### src/rtl/ultrasonic_echo_emulator_if.sv
// Trigger/echo pin bundle between the ranging block (master) and the
// ultrasonic sensor emulator (slave).
interface ultrasonic_echo_emulator_if;
  localparam int unsigned DIST_W = 10;
  localparam int unsigned CNT_W  = 16;

  logic              trig;
  logic [DIST_W-1:0] distance_cm;
  logic              echo;
  logic              busy;
  logic              trig_err;
  logic              meas_done;
  logic              out_of_range;
  logic [CNT_W-1:0]  meas_cnt;

  modport master (
    output trig, distance_cm,
    input  echo, busy, trig_err, meas_done, out_of_range, meas_cnt
  );

  modport slave (
    input  trig, distance_cm,
    output echo, busy, trig_err, meas_done, out_of_range, meas_cnt
  );
endinterface

### src/rtl/ultrasonic_echo_emulator.sv
// HC-SR04 responder: answers a valid trig pulse with an echo pulse whose
// width encodes distance_cm, using the real sensor's timing envelope.
module ultrasonic_echo_emulator #(
  parameter int unsigned TRIG_MIN_CYC = 1000,
  parameter int unsigned BURST_CYC    = 20000,
  parameter int unsigned CYC_PER_CM   = 5800,
  parameter int unsigned MAX_CM       = 400,
  parameter int unsigned TIMEOUT_CYC  = 3800000,
  parameter int unsigned HOLDOFF_CYC  = 6000000
) (
  input logic                       clk,
  input logic                       rst,
  ultrasonic_echo_emulator_if.slave bus
);

  localparam int unsigned CW = 32;

  typedef enum logic [2:0] {IDLE, TRIG_HI, BURST, ECHO, HOLDOFF} state_t;

  state_t          state, state_nx;
  logic            trig_s1, ts, ts_d;
  logic            ts_rise, ts_fall;
  logic [CW-1:0]   hcnt, hcnt_nx;
  logic [CW-1:0]   cnt, cnt_nx;
  logic [CW-1:0]   width, width_nx;
  logic            echo_nx, trig_err_nx, meas_done_nx, oor_nx, busy_nx;
  logic [15:0]     meas_cnt_nx;

  assign ts_rise = ts & ~ts_d;
  assign ts_fall = ~ts & ts_d;

  // Two-flop synchronizer on trig plus one delayed copy for edge detection.
  always_ff @(posedge clk or negedge rst) begin
    if (!rst) begin
      trig_s1 <= 1'b0;
      ts      <= 1'b0;
      ts_d    <= 1'b0;
    end else begin
      trig_s1 <= bus.trig;
      ts      <= trig_s1;
      ts_d    <= ts;
    end
  end

  // State, counters and registered outputs.
  always_ff @(posedge clk or negedge rst) begin
    if (!rst) begin
      state            <= IDLE;
      hcnt             <= '0;
      cnt              <= '0;
      width            <= '0;
      bus.echo         <= 1'b0;
      bus.busy         <= 1'b0;
      bus.trig_err     <= 1'b0;
      bus.meas_done    <= 1'b0;
      bus.out_of_range <= 1'b0;
      bus.meas_cnt     <= '0;
    end else begin
      state            <= state_nx;
      hcnt             <= hcnt_nx;
      cnt              <= cnt_nx;
      width            <= width_nx;
      bus.echo         <= echo_nx;
      bus.busy         <= busy_nx;
      bus.trig_err     <= trig_err_nx;
      bus.meas_done    <= meas_done_nx;
      bus.out_of_range <= oor_nx;
      bus.meas_cnt     <= meas_cnt_nx;
    end
  end

  // Next-state and next-output decode; echo is high on every ECHO-state cycle.
  always_comb begin
    state_nx     = state;
    hcnt_nx      = hcnt;
    cnt_nx       = cnt;
    width_nx     = width;
    echo_nx      = 1'b0;
    trig_err_nx  = 1'b0;
    meas_done_nx = 1'b0;
    oor_nx       = bus.out_of_range;
    meas_cnt_nx  = bus.meas_cnt;
    unique case (state)
      IDLE: begin
        if (ts_rise) begin
          state_nx = TRIG_HI;
          hcnt_nx  = CW'(1);
        end
      end
      TRIG_HI: begin
        if (ts_fall) begin
          if (hcnt >= TRIG_MIN_CYC) begin
            state_nx = BURST;
            cnt_nx   = '0;
            if (bus.distance_cm == '0 || CW'(bus.distance_cm) > MAX_CM) begin
              width_nx = TIMEOUT_CYC;
              oor_nx   = 1'b1;
            end else begin
              width_nx = CW'(bus.distance_cm) * CYC_PER_CM;
              oor_nx   = 1'b0;
            end
          end else begin
            state_nx    = IDLE;
            trig_err_nx = 1'b1;
          end
        end else if (hcnt < TRIG_MIN_CYC) begin
          hcnt_nx = hcnt + CW'(1);
        end
      end
      BURST: begin
        if (cnt == BURST_CYC - 1) begin
          state_nx = ECHO;
          cnt_nx   = '0;
          echo_nx  = 1'b1;
        end else begin
          cnt_nx = cnt + CW'(1);
        end
      end
      ECHO: begin
        if (cnt == width - CW'(1)) begin
          state_nx     = HOLDOFF;
          cnt_nx       = '0;
          meas_done_nx = 1'b1;
          meas_cnt_nx  = bus.meas_cnt + 16'd1;
        end else begin
          cnt_nx  = cnt + CW'(1);
          echo_nx = 1'b1;
        end
      end
      HOLDOFF: begin
        if (cnt == HOLDOFF_CYC - 1) begin
          state_nx = IDLE;
          cnt_nx   = '0;
        end else begin
          cnt_nx = cnt + CW'(1);
        end
      end
      default: state_nx = IDLE;
    endcase
    busy_nx = (state_nx != IDLE);
  end

endmodule
### src/flat_wrapper.sv
// flat-port wrapper written by rule: the top's interface ports become plain ports
module ultrasonic_echo_emulator_flat 
#(
  parameter int unsigned TRIG_MIN_CYC = 1000,
  parameter int unsigned BURST_CYC    = 20000,
  parameter int unsigned CYC_PER_CM   = 5800,
  parameter int unsigned MAX_CM       = 400,
  parameter int unsigned TIMEOUT_CYC  = 3800000,
  parameter int unsigned HOLDOFF_CYC  = 6000000
)
  (clk, rst, bus_trig, bus_distance_cm, bus_echo, bus_busy, bus_trig_err, bus_meas_done, bus_out_of_range, bus_meas_cnt);
  ultrasonic_echo_emulator_if bus_i ();
  input logic clk;
  input logic rst;
  input wire logic [$bits(bus_i.trig)-1:0] bus_trig;
  input wire logic [$bits(bus_i.distance_cm)-1:0] bus_distance_cm;
  output wire logic [$bits(bus_i.echo)-1:0] bus_echo;
  output wire logic [$bits(bus_i.busy)-1:0] bus_busy;
  output wire logic [$bits(bus_i.trig_err)-1:0] bus_trig_err;
  output wire logic [$bits(bus_i.meas_done)-1:0] bus_meas_done;
  output wire logic [$bits(bus_i.out_of_range)-1:0] bus_out_of_range;
  output wire logic [$bits(bus_i.meas_cnt)-1:0] bus_meas_cnt;
  assign bus_i.trig = bus_trig;
  assign bus_i.distance_cm = bus_distance_cm;
  assign bus_echo = bus_i.echo;
  assign bus_busy = bus_i.busy;
  assign bus_trig_err = bus_i.trig_err;
  assign bus_meas_done = bus_i.meas_done;
  assign bus_out_of_range = bus_i.out_of_range;
  assign bus_meas_cnt = bus_i.meas_cnt;
  ultrasonic_echo_emulator #(.TRIG_MIN_CYC(TRIG_MIN_CYC), .BURST_CYC(BURST_CYC), .CYC_PER_CM(CYC_PER_CM), .MAX_CM(MAX_CM), .TIMEOUT_CYC(TIMEOUT_CYC), .HOLDOFF_CYC(HOLDOFF_CYC)) u_core (.clk(clk), .rst(rst), .bus(bus_i));
endmodule
### config.mk
export PLATFORM = sky130hd
export DESIGN_NAME = ultrasonic_echo_emulator_flat
export DESIGN_NICKNAME = d
export VERILOG_FILES = /design/src/rtl/ultrasonic_echo_emulator_if.sv /design/src/rtl/ultrasonic_echo_emulator.sv /design/src/flat_wrapper.sv
export SDC_FILE = /design/constraint.sdc
export NUM_CORES = 1
export LEC_CHECK = 0
export ABC_AREA = 1
export BUFFER_PORTS_ARGS = -buffer_cell sky130_fd_sc_hd__buf_2
export CAP_MARGIN = 0
export CORE_MARGIN = 2
export CORE_UTILIZATION = 55
export DETAILED_ROUTE_END_ITERATION = 16
export PLACE_DENSITY = 0.69
export SYNTH_ARGS = -nofsm -noshare
export SYNTH_HDL_FRONTEND = slang
export SYNTH_SLANG_ARGS = --single-unit
### constraint.sdc
create_clock -name clk -period 3.3 [get_ports clk]
set_clock_uncertainty 0.2 [all_clocks]
set_input_delay 0.495 -clock clk [delete_from_list [all_inputs] [get_ports clk]]
set_output_delay 0.495 -clock clk [all_outputs]
set_load 0.03 [all_outputs]
==> flow_metrics.py, run 1 <==
metrics = {
    "global_routing": {
        "grt_overflow": 0,
        "grt_usage": 0.278,
        "grt_max_degree": 60,
        "grt_pass1_vias": 8574,
        "antenna_found_initial": 0,
        "grt_pass1_wl_mm": 40.8,
    },
    "power": {
        "power.share.clock": 0.209,
        "power_frac_comb": 0.537,
        "swShare": 0.383,
        "ir_drop_mv": 0.347,
        "p_int_mw": 3.42,
        "p_per_area_nw_per_um2": 497,
        "p_total_mw": 5.55,
        "seqPwrFrac": 0.255,
        "p_sw_mw": 2.12,
        "p_leak_nw": 5.27,
    },
    "synthesis": {
        "yosys.area.top_type": "dfrtp_1",
        "synth_cell_types": 44,
        "synthMuxAreaShare": 0,
        "ys_seq_area_frac": 0.297,
        "synth_fa_ha_area_frac": 0.132,
        "syn_avg_cell_area_sq_um": 7.03,
        "yosysWarnings": 0,
        "synth-simple-area-share": 0.360,
        "syn_nets": 1427,
        "synthFlopType": "dfrtp_1",
        "syn_area_sq_um": 9340,
        "synth_compound_area_frac": 0.0627,
        "synth_top_area_frac": 0.297,
        "synth_cells": 1330,
        "ys_ff_latch": 111,
        "synth_xor_area_frac": 0.0450,
        "synthArstFlopShare": 1.00,
        "synth_edf_count": 0,
        "synth_top_family_by_area": "simple AND/OR/NAND/NOR gates",
        "synth.area.top_cells": "dfrtp_1 (30%), nand2_1 (13%), inv_1 (8.2%)",
    },
    "setup_path": {
        "cp.arrival_ns": 3.91,
        "crit_slowest_cell": "fa_1",
        "cp-startpoint": "bus_distance_cm[5]",
        "path_class": "in -> reg",
        "crit_top_cell": "inv_2",
        "max_stage_delay_ns": 0.50,
        "crit_family": "adder cells",
        "reg2reg_from": "u_core.width[4]",
        "cp.required_ns": 3.36,
        "crit_fanout": 4,
        "crit_buf_inv": 6,
        "path_cells": "buf_6 > ha_4 > ha_4 > inv_2 > fa_1 > inv_2 > fa_1 > inv_1 > fa_1 > inv_2 > ha_4 > nand2_4 > o21ai_4 > inv_2 > nor2_2 > nor2_2 > o21ai_2 > a21oi_2 > o21ai_1 > nand2_1",
        "end_kind": "flop",
        "cp-start-kind": "input pin",
    },
    "cts": {
        "clk_latency_ns": 0.37,
        "clkTransAtPathRegs_ns": 0.08,
        "cts-root-buf": "clkbuf_16",
        "htreeDepth": 3,
        "tritoncts": "yes",
        "cts_buffer_depth": 2,
        "clock_sinks": 111,
        "cts_buffers": 9,
    },
    "sta": {
        "worst_pin_slew_ns": 0.776,
        "rsz0062_at_grt": "true",
        "fmax_ghz": 0.260,
        "max-slew-margin-rel": 0.480,
        "postLayoutSetupSlackWorst_ns": -0.545,
        "hold_slack_ns": 0.0351,
        "setup_viol": 11,
        "post-route-period-util": 1.17,
        "fin_crit_ns": 3.84,
        "finalHoldViolCount": 0,
        "drv_slew": 0,
    },
    "finish": {
        "antenna_cells": 0,
        "final_cell_area_sq_um": 11200,
        "fillers": 1448,
        "instances_no_fill": 1639,
        "area_growth_syn_to_layout_pct": 19.4,
        "nets": 1511,
        "drive_gt1_frac": 0.177,
    },
    "die": {
        "num_rows": 47,
        "core_area_sq_um": 16600,
        "fp.dieH_microns": 134,
        "die_area_sq_um": 18000,
        "die_w_microns": 134,
        "initial_core_util": 0.563,
        "num_io_pins": 34,
    },
    "route": {
        "avgRoutedWirePerCell_microns": 14.9,
        "routed_via_density": 5.43,
        "drtIter0Drc": 647,
        "wl_mm": 24.5,
        "dr_total_vias": 8906,
        "post-route-drc-count": 0,
        "ant_nets": 0,
        "dr.pass1.iters": 6,
    },
    "placement": {
        "dpl.hpwl_mm": 18.6,
        "placed_cell_area_sq_um": 10500,
        "gp_congestion": 0.970,
        "dp_cells": 1615,
        "pre_cts_ws_ns": -0.996,
        "port_buffers": 33,
    },
    "run": {
        "cap_violations": 0,
    },
    "hold_path": {
        "hold_path_class": "in -> reg",
        "hold_start": "bus_trig",
    },
    "status": {
        "status": "finished with violations",
        "violations": "setup timing",
    },
}
[cell type report]
type	instances	area, sq um	area share
tap	220	275	0.0247
clock inverter	7	91.3	0.00818
clock buffer	9	225	0.0202
multi-input combinational	969	6130	0.549
timing repair buffer	113	866	0.0776
sequential	111	2780	0.249
inverter	210	796	0.0713
[power groups by stage]
| stage | sequential (mW) | combinational, mW | clock [mW] |
|---|---|---|---|
| floorplan | 1.44 | 1.44 | 0 |
| global placement | 1.44 | 2.31 | 0 |
| detailed placement | 1.44 | 2.35 | 0 |
| CTS | 1.41 | 2.50 | 1.18 |
| global route | 1.42 | 3.25 | 1.22 |
| finish | 1.41 | 2.98 | 1.16 |
[flip-flops by register name (all words and copies together) (netlist names)]
register	cells
u_core.bus.meas_cnt	16
u_core.bus.out_of_range	1
u_core.ts	1
u_core.bus.echo	1
u_core.trig_s1	1
u_core.state	3
u_core.bus.busy	1
u_core.hcnt	32
u_core.ts_d	1
u_core.bus.trig_err	1
u_core.width	20
u_core.cnt	32
u_core.bus.meas_done	1
[worst reg2reg max path: stages, from the launching register on]
cell,delay [ns]
dfrtp_1,0.41
inv_1,0.08
ha_1,0.29
nand2_2,0.15
nor2_4,0.22
nand3_1,0.13
nand3_1,0.13
nand2_1,0.06
nor2_1,0.14
nand3_1,0.11
nor2_2,0.22
nand2_1,0.08
buf_4,0.24
nand3_1,0.13
nand4_1,0.10
[worst paths after layout]
kind | endpoint | slack [ns] | depth (start not counted)
max | u_core.width[17] | -0.54 | 20
min | u_core.trig_s1 | 0.04 | 1
max reg2reg | u_core.cnt[18] | 0.48 | 14
min reg2reg | u_core.ts | 0.16 | 0
max in group asynchronous | u_core.width[5] | 1.62 | 3
min in group asynchronous | u_core.hcnt[22] | 0.51 | 2
[placed cells by master (no fill, tap or decap), types with 3 or more instances in the layout]
cell type,count
a21oi_1,26
a21oi_2,4
a21oi_4,6
a22oi_1,5
a31oi_1,3
buf_2,25
buf_4,74
buf_6,8
buf_8,3
clkbuf_16,9
clkinv_8,3
dfrtp_1,111
fa_1,24
ha_1,37
ha_4,23
inv_1,188
inv_2,19
inv_6,3
nand2_1,321
nand2_2,10
nand2_4,5
nand3_1,120
nand3_2,5
nand3b_1,9
nand4_1,54
nor2_1,129
nor2_2,17
nor2_4,9
nor3_1,26
nor4_1,18
o21ai_0,26
o21ai_1,11
o21ai_2,6
or2_4,4
xnor2_1,11
xor2_1,36
[metal layers]
metal	up-vias	routed length (microns)	track usage
met1	4155	11300	0.382
met3	40	1390	0.0465
li1	4454	-	-
met4	0	407	0.0591
met2	257	11400	0.463
met5	-	0	0
[cell usage after synthesis (all sizes together) (2+ instances only)]
cell,n
nor3,28
xnor2,11
nand3,127
clkbuf,33
a22oi,5
o22ai,3
clkinv,2
fa,24
nor4,18
xor2,37
o21bai,2
a211oi,2
ha,60
buf,7
a31oi,4
nand4,54
o2111ai,2
or2,4
nor2,156
a21oi,36
o21ai,45
dfrtp,111
inv,208
nand3b,9
nand2,336
[kinds of logic (layout without fill, tap and decap cells)]
kind of cell / Yosys count / after routing
xor+xnor: 48 / 48
buf+inv: 250 / 339
compound gates: 103 / 103
simple gates: 734 / 734
fa+ha+maj: 84 / 84
flops: 111 / 111
[timing repair]
action                     in CTS  in global routing
pin swaps                      23                 30
buffers inserted                6                  4
resized for setup              31                 46
hold buffers                    1                  0
hold endpoints to repair       13                  0
gates cloned                    0                  0
setup endpoints to repair      12                 12
[through the flow]
stage	utilization	setup TNS, ns
3_5_place_dp	0.631	-10.20
5_1_grt	0.673	-6.29
6_report	0.673	-4.94
4_1_cts	0.659	-4.97
3_3_place_gp	0.631	-9.49
2_1_floorplan	-	-5.59
No activity file was read; power rests on OpenSTA's default activity.
==> run 2, diff against run 1 <==
Settings changed: CELL_PAD_IN_SITES_DETAIL_PLACEMENT set to 1, CELL_PAD_IN_SITES_GLOBAL_PLACEMENT set to 2, CORE_ASPECT_RATIO set to 0.5, CORE_UTILIZATION 55 to 37, PLACE_DENSITY 0.69 to 0.79.
==> flow_metrics.py, run 2 (synthesis results as in run 1) <==
metrics = {
    "status": {
        "violations": "setup timing",
        "status": "finished with violations",
    },
    "power": {
        "ir_drop_mv": 0.304,
        "p_leak_nw": 5.27,
        "p_per_area_nw_per_um2": 494,
    },
    "die": {
        "die_w_microns": 229,
        "num_io_pins": 34,
        "fp.dieH_microns": 116,
        "die_area_sq_um": 26600,
        "initial_core_util": 0.374,
        "core_area_sq_um": 25000,
        "num_rows": 41,
    },
    "global_routing": {
        "grt_pass1_wl_mm": 49.0,
        "grt_overflow": 0,
        "antenna_found_initial": 0,
        "grt_usage": 0.230,
        "grt_max_degree": 47,
        "grt_pass1_vias": 9751,
    },
    "sta": {
        "hold_slack_ns": 0.0359,
        "setup-tns-final_ns": -4.99,
        "finalHoldViolCount": 0,
        "setup_viol": 11,
        "rsz0062_at_grt": "true",
        "fmax_ghz": 0.257,
        "worst_pin_slew_ns": 0.728,
        "max-slew-margin-rel": 0.512,
        "drv_slew": 0,
        "postLayoutSetupSlackWorst_ns": -0.592,
        "fin_crit_ns": 3.89,
        "post-route-period-util": 1.18,
    },
    "run": {
        "cap_violations": 0,
    },
    "setup_path": {
        "crit_buf_inv": 7,
        "max_stage_delay_ns": 0.50,
        "timing.rr.end": "u_core.bus.meas_cnt[7]",
        "end_kind": "flop",
        "ff2ff_path_depth": 17,
        "path_class": "in -> reg",
        "worstSetupPathDepth": 19,
        "cp.arrival_ns": 3.99,
        "cp-startpoint": "bus_distance_cm[5]",
        "crit_fanout": 4,
        "rrSetupSlack_ns": 0.44,
        "path_cells": "buf_8 > ha_4 > ha_4 > inv_2 > fa_1 > inv_2 > fa_1 > inv_2 > fa_1 > inv_2 > ha_4 > nand2_4 > buf_4 > buf_4 > nor2_1 > nand3_1 > o2111ai_2 > a21oi_1 > a21oi_2",
        "cp-start-kind": "input pin",
        "cp.required_ns": 3.40,
        "crit_top_cell": "inv_2",
        "cp-endpoint": "u_core.width[19]",
        "reg2reg_from": "u_core.width[4]",
        "crit_family": "adder cells",
        "crit_slowest_cell": "fa_1",
    },
    "cts": {
        "cts_buffer_depth": 2,
        "cts_buffers": 9,
        "htreeDepth": 3,
        "tritoncts": "yes",
        "cts-root-buf": "clkbuf_16",
        "clock_sinks": 111,
        "clk_latency_ns": 0.38,
        "clkTransAtPathRegs_ns": 0.08,
    },
    "placement": {
        "gp_congestion": 0.871,
        "dpl.hpwl_mm": 23.4,
        "port_buffers": 33,
    },
    "route": {
        "post-route-drc-count": 0,
        "drtIter0Drc": 392,
        "ant_nets": 0,
        "dr_total_vias": 9018,
        "dr.pass1.iters": 4,
        "avgRoutedWirePerCell_microns": 16.9,
        "wl_mm": 29.8,
        "routed_via_density": 5.11,
    },
    "finish": {
        "top_regs": "u_core.cnt: 32 flops, u_core.hcnt: 32 flops, u_core.width: 20 flops",
        "area_growth_syn_to_layout_pct": 21.7,
        "antenna_cells": 0,
        "final_cell_mix": "nand2_1 (321), inv_1 (191), nor2_1 (126)",
        "final_common_cell": "nand2_1",
        "fillers": 3171,
        "nets": 1513,
        "drive_gt1_frac": 0.183,
    },
    "hold_path": {
        "hold_path_class": "in -> reg",
    },
}
==> run 2: cell types whose count changed in the layout (fill, tap and decap cells not counted), sizes merged <==
cell      delta
buf          +2
inv          -3
clkinvlp     +1
clkinv       +1
bufinv       +1
==> run 2: worst register-to-register path, delay by kind of cell (launching register included) <==
family,cells,cell delay (ns)
flops,1,0.41
buf+inv,1,0.09
fa+ha+maj,1,0.28
simple gates,15,1.78
==> run 2: report_power, final <==
group,leakage (nW),switching (mW),internal (mW)
combinational,3.69,1.54,1.50
sequential,1.43,0.0244,1.39
clock,0.150,0.572,0.601
total,5.27,2.13,3.49
==> run 2: how the worst min path moves through the flow <==
stage,start,end,slack [ns],cells past startpoint
2_1_floorplan,rst,u_core.bus.busy,-0.0006,0
3_3_place_gp,u_core.trig_s1,u_core.ts,0.14,0
3_5_place_dp,u_core.trig_s1,u_core.ts,0.15,0
4_1_cts,bus_trig,u_core.trig_s1,0.04,1
5_1_grt,bus_trig,u_core.trig_s1,0.03,1
6_report,bus_trig,u_core.trig_s1,0.04,1
==> run 2: per-layer routing <==
metal | GRT usage | part of all wire
met2 | 0.420 | 0.49
met4 | 0.0654 | 0.019
met1 | 0.290 | 0.46
met5 | 0 | 0
met3 | 0.0291 | 0.025
==> run 2: stage by stage <==
stage	cell area, sq um	std cells	worst slack (ns)	power, mW	utilization
CTS	11100	1765	-0.552	5.24	0.446
global placement	10600	1744	-0.952	3.80	0.426
detailed placement	10600	1744	-1.06	3.86	0.426
floorplan	9620	1330	-0.673	2.88	-
finish	11400	1765	-0.592	5.62	0.455
global route	11400	1765	-0.682	5.99	0.455
==> run 2: final cells by class <==
cell class | count | area, sq um | share of cell area
tap | 344 | 430 | 0.0379
timing repair buffer | 115 | 872 | 0.0767
clock buffer | 9 | 225 | 0.0198
multi-input combinational | 969 | 6190 | 0.544
clock inverter | 7 | 83.8 | 0.00737
sequential | 111 | 2780 | 0.244
inverter | 210 | 793 | 0.0698
==> run 2: repair_timing <==
item,in CTS,in global routing
endpoints found under the setup margin,12,12
pin swaps,20,18
setup buffers,4,2
endpoints found under the hold margin,44,0
hold buffers,1,0
gates resized for setup,37,49
==> run 3, diff against run 2 <==
Settings changed: TNS_END_PERCENT set to 20.
==> flow_metrics.py, run 3 (synthesis results as in run 1) <==
metrics = {
    "status": {
        "status": "finished with violations",
        "violations": "setup timing",
    },
    "setup_path": {
        "crit_fanout": 3,
        "path_class": "in -> reg",
        "reg2reg_from": "u_core.width[4]",
        "cp.arrival_ns": 4.03,
        "crit_buf_inv": 5,
        "rrSetupSlack_ns": 0.40,
        "max_stage_delay_ns": 0.56,
        "ff2ff_path_depth": 15,
        "cp-endpoint": "u_core.width[18]",
        "cp-start-kind": "input pin",
        "path_cells": "buf_8 > ha_4 > ha_4 > inv_2 > fa_1 > fa_1 > fa_1 > inv_2 > ha_4 > inv_2 > o21bai_1 > a21oi_2 > o21ai_2 > inv_2 > nor2_4 > nor2_4 > o21ai_2 > a21oi_1 > o21ai_1 > nand2_1",
        "crit_slowest_cell": "fa_1",
        "timing.rr.end": "u_core.bus.meas_cnt[7]",
        "cp-startpoint": "bus_distance_cm[2]",
        "worstSetupPathDepth": 20,
        "cp.required_ns": 3.36,
        "end_kind": "flop",
        "crit_family": "adder cells",
        "crit_top_cell": "inv_2",
    },
    "sta": {
        "postLayoutSetupSlackWorst_ns": -0.663,
        "fmax_ghz": 0.252,
        "hold_slack_ns": 0.0327,
        "drv_slew": 0,
        "finalHoldViolCount": 0,
        "post-route-period-util": 1.20,
        "setup_viol": 11,
        "max-slew-margin-rel": 0.465,
        "fin_crit_ns": 3.96,
        "rsz0062_at_grt": "true",
        "worst_pin_slew_ns": 0.799,
        "setup-tns-final_ns": -5.78,
    },
    "finish": {
        "final_common_cell": "nand2_1",
        "nets": 1515,
        "final_cell_mix": "nand2_1 (325), inv_1 (193), nor2_1 (132)",
        "instances_no_fill": 1767,
        "drive_gt1_frac": 0.165,
        "top_regs": "u_core.cnt: 32 flops, u_core.hcnt: 32 flops, u_core.width: 20 flops",
        "area_growth_syn_to_layout_pct": 19.4,
        "antenna_cells": 0,
    },
    "route": {
        "ant_nets": 0,
        "dr_total_vias": 9039,
        "drtIter0Drc": 529,
        "avgRoutedWirePerCell_microns": 16.7,
        "routed_via_density": 5.12,
        "wl_mm": 29.5,
        "post-route-drc-count": 0,
        "dr.pass1.iters": 5,
    },
    "placement": {
        "dpl.hpwl_mm": 23.3,
        "dp_cells": 1748,
        "gp_congestion": 0.924,
        "port_buffers": 33,
    },
    "cts": {
        "tritoncts": "yes",
        "clkTransAtPathRegs_ns": 0.08,
        "cts_buffers": 9,
        "cts-root-buf": "clkbuf_16",
        "clk_latency_ns": 0.38,
        "clock_sinks": 111,
        "cts_buffer_depth": 2,
        "htreeDepth": 3,
    },
    "die": {
        "num_io_pins": 34,
        "fp.dieH_microns": 116,
        "core_area_sq_um": 25000,
        "num_rows": 41,
        "die_w_microns": 229,
        "initial_core_util": 0.374,
        "die_area_sq_um": 26600,
    },
    "run": {
        "cap_violations": 0,
    },
    "global_routing": {
        "grt_pass1_wl_mm": 48.9,
        "grt_usage": 0.231,
        "grt_pass1_vias": 9568,
        "grt_overflow": 0,
        "antenna_found_initial": 0,
        "grt_max_degree": 48,
    },
    "hold_path": {
        "hold_path_class": "in -> reg",
    },
    "power": {
        "p_leak_nw": 5.27,
        "p_per_area_nw_per_um2": 480,
        "ir_drop_mv": 0.286,
    },
}
run 3: area by class of cell:
| class | count | area (sq um) |
|---|---|---|
| clock buffer | 9 | 225 |
| clock inverter | 7 | 113 |
| fill | 3186 | 13800 |
| inverter | 210 | 793 |
| multi-input combinational | 969 | 5970 |
| sequential | 111 | 2780 |
| tap | 344 | 430 |
| timing repair buffer | 117 | 848 |
run 3: worst min path at each step:
stage / startpoint / end / slack (ns) / cells past startpoint
final: bus_trig / u_core.trig_s1 / 0.03 / 1
after detailed placement: u_core.trig_s1 / u_core.ts / 0.14 / 0
after global placement: u_core.trig_s1 / u_core.ts / 0.15 / 0
after floorplan: rst / u_core.bus.busy / -0.0006 / 0
after CTS: bus_trig / u_core.trig_s1 / 0.02 / 1
after global routing: bus_trig / u_core.trig_s1 / 0.01 / 1
run 3: metrics by stage:
stage          area (sq um)  power (mW)  setup WS, ns  utilization
2_1_floorplan          9570        2.81        -0.677            -
3_3_place_gp          10600        3.76        -0.988        0.426
3_5_place_dp          10600        3.83         -1.09        0.426
4_1_cts               11100        5.26        -0.628        0.444
5_1_grt               11200        5.73        -0.876        0.447
6_report              11200        5.35        -0.663        0.447
run 3: power breakdown:
group          switching, mW  total (mW)  internal, mW
registers             0.0255        1.41          1.39
clock network          0.581        1.26         0.683
logic                   1.36        2.68          1.32
total                   1.97        5.35          3.39
run 3: timing repair:
| item | 4_1_cts | 5_1_grt |
|---|---|---|
| hold endpoints to repair | 37 | 0 |
| hold buffers | 1 | 0 |
| setup buffers | 0 | 2 |
| resized for setup | 29 | 19 |
| pin swaps | 20 | 20 |
| endpoints found under the setup margin | 12 | 12 |
run 3: routing by layer:
layer | global-route usage | up-vias | share of wire
li1 | - | 4459 | -
met3 | 0.0303 | 32 | 0.028
met5 | 0 | - | 0
met1 | 0.291 | 4409 | 0.47
met2 | 0.423 | 139 | 0.49
met4 | 0.0623 | 0 | 0.017
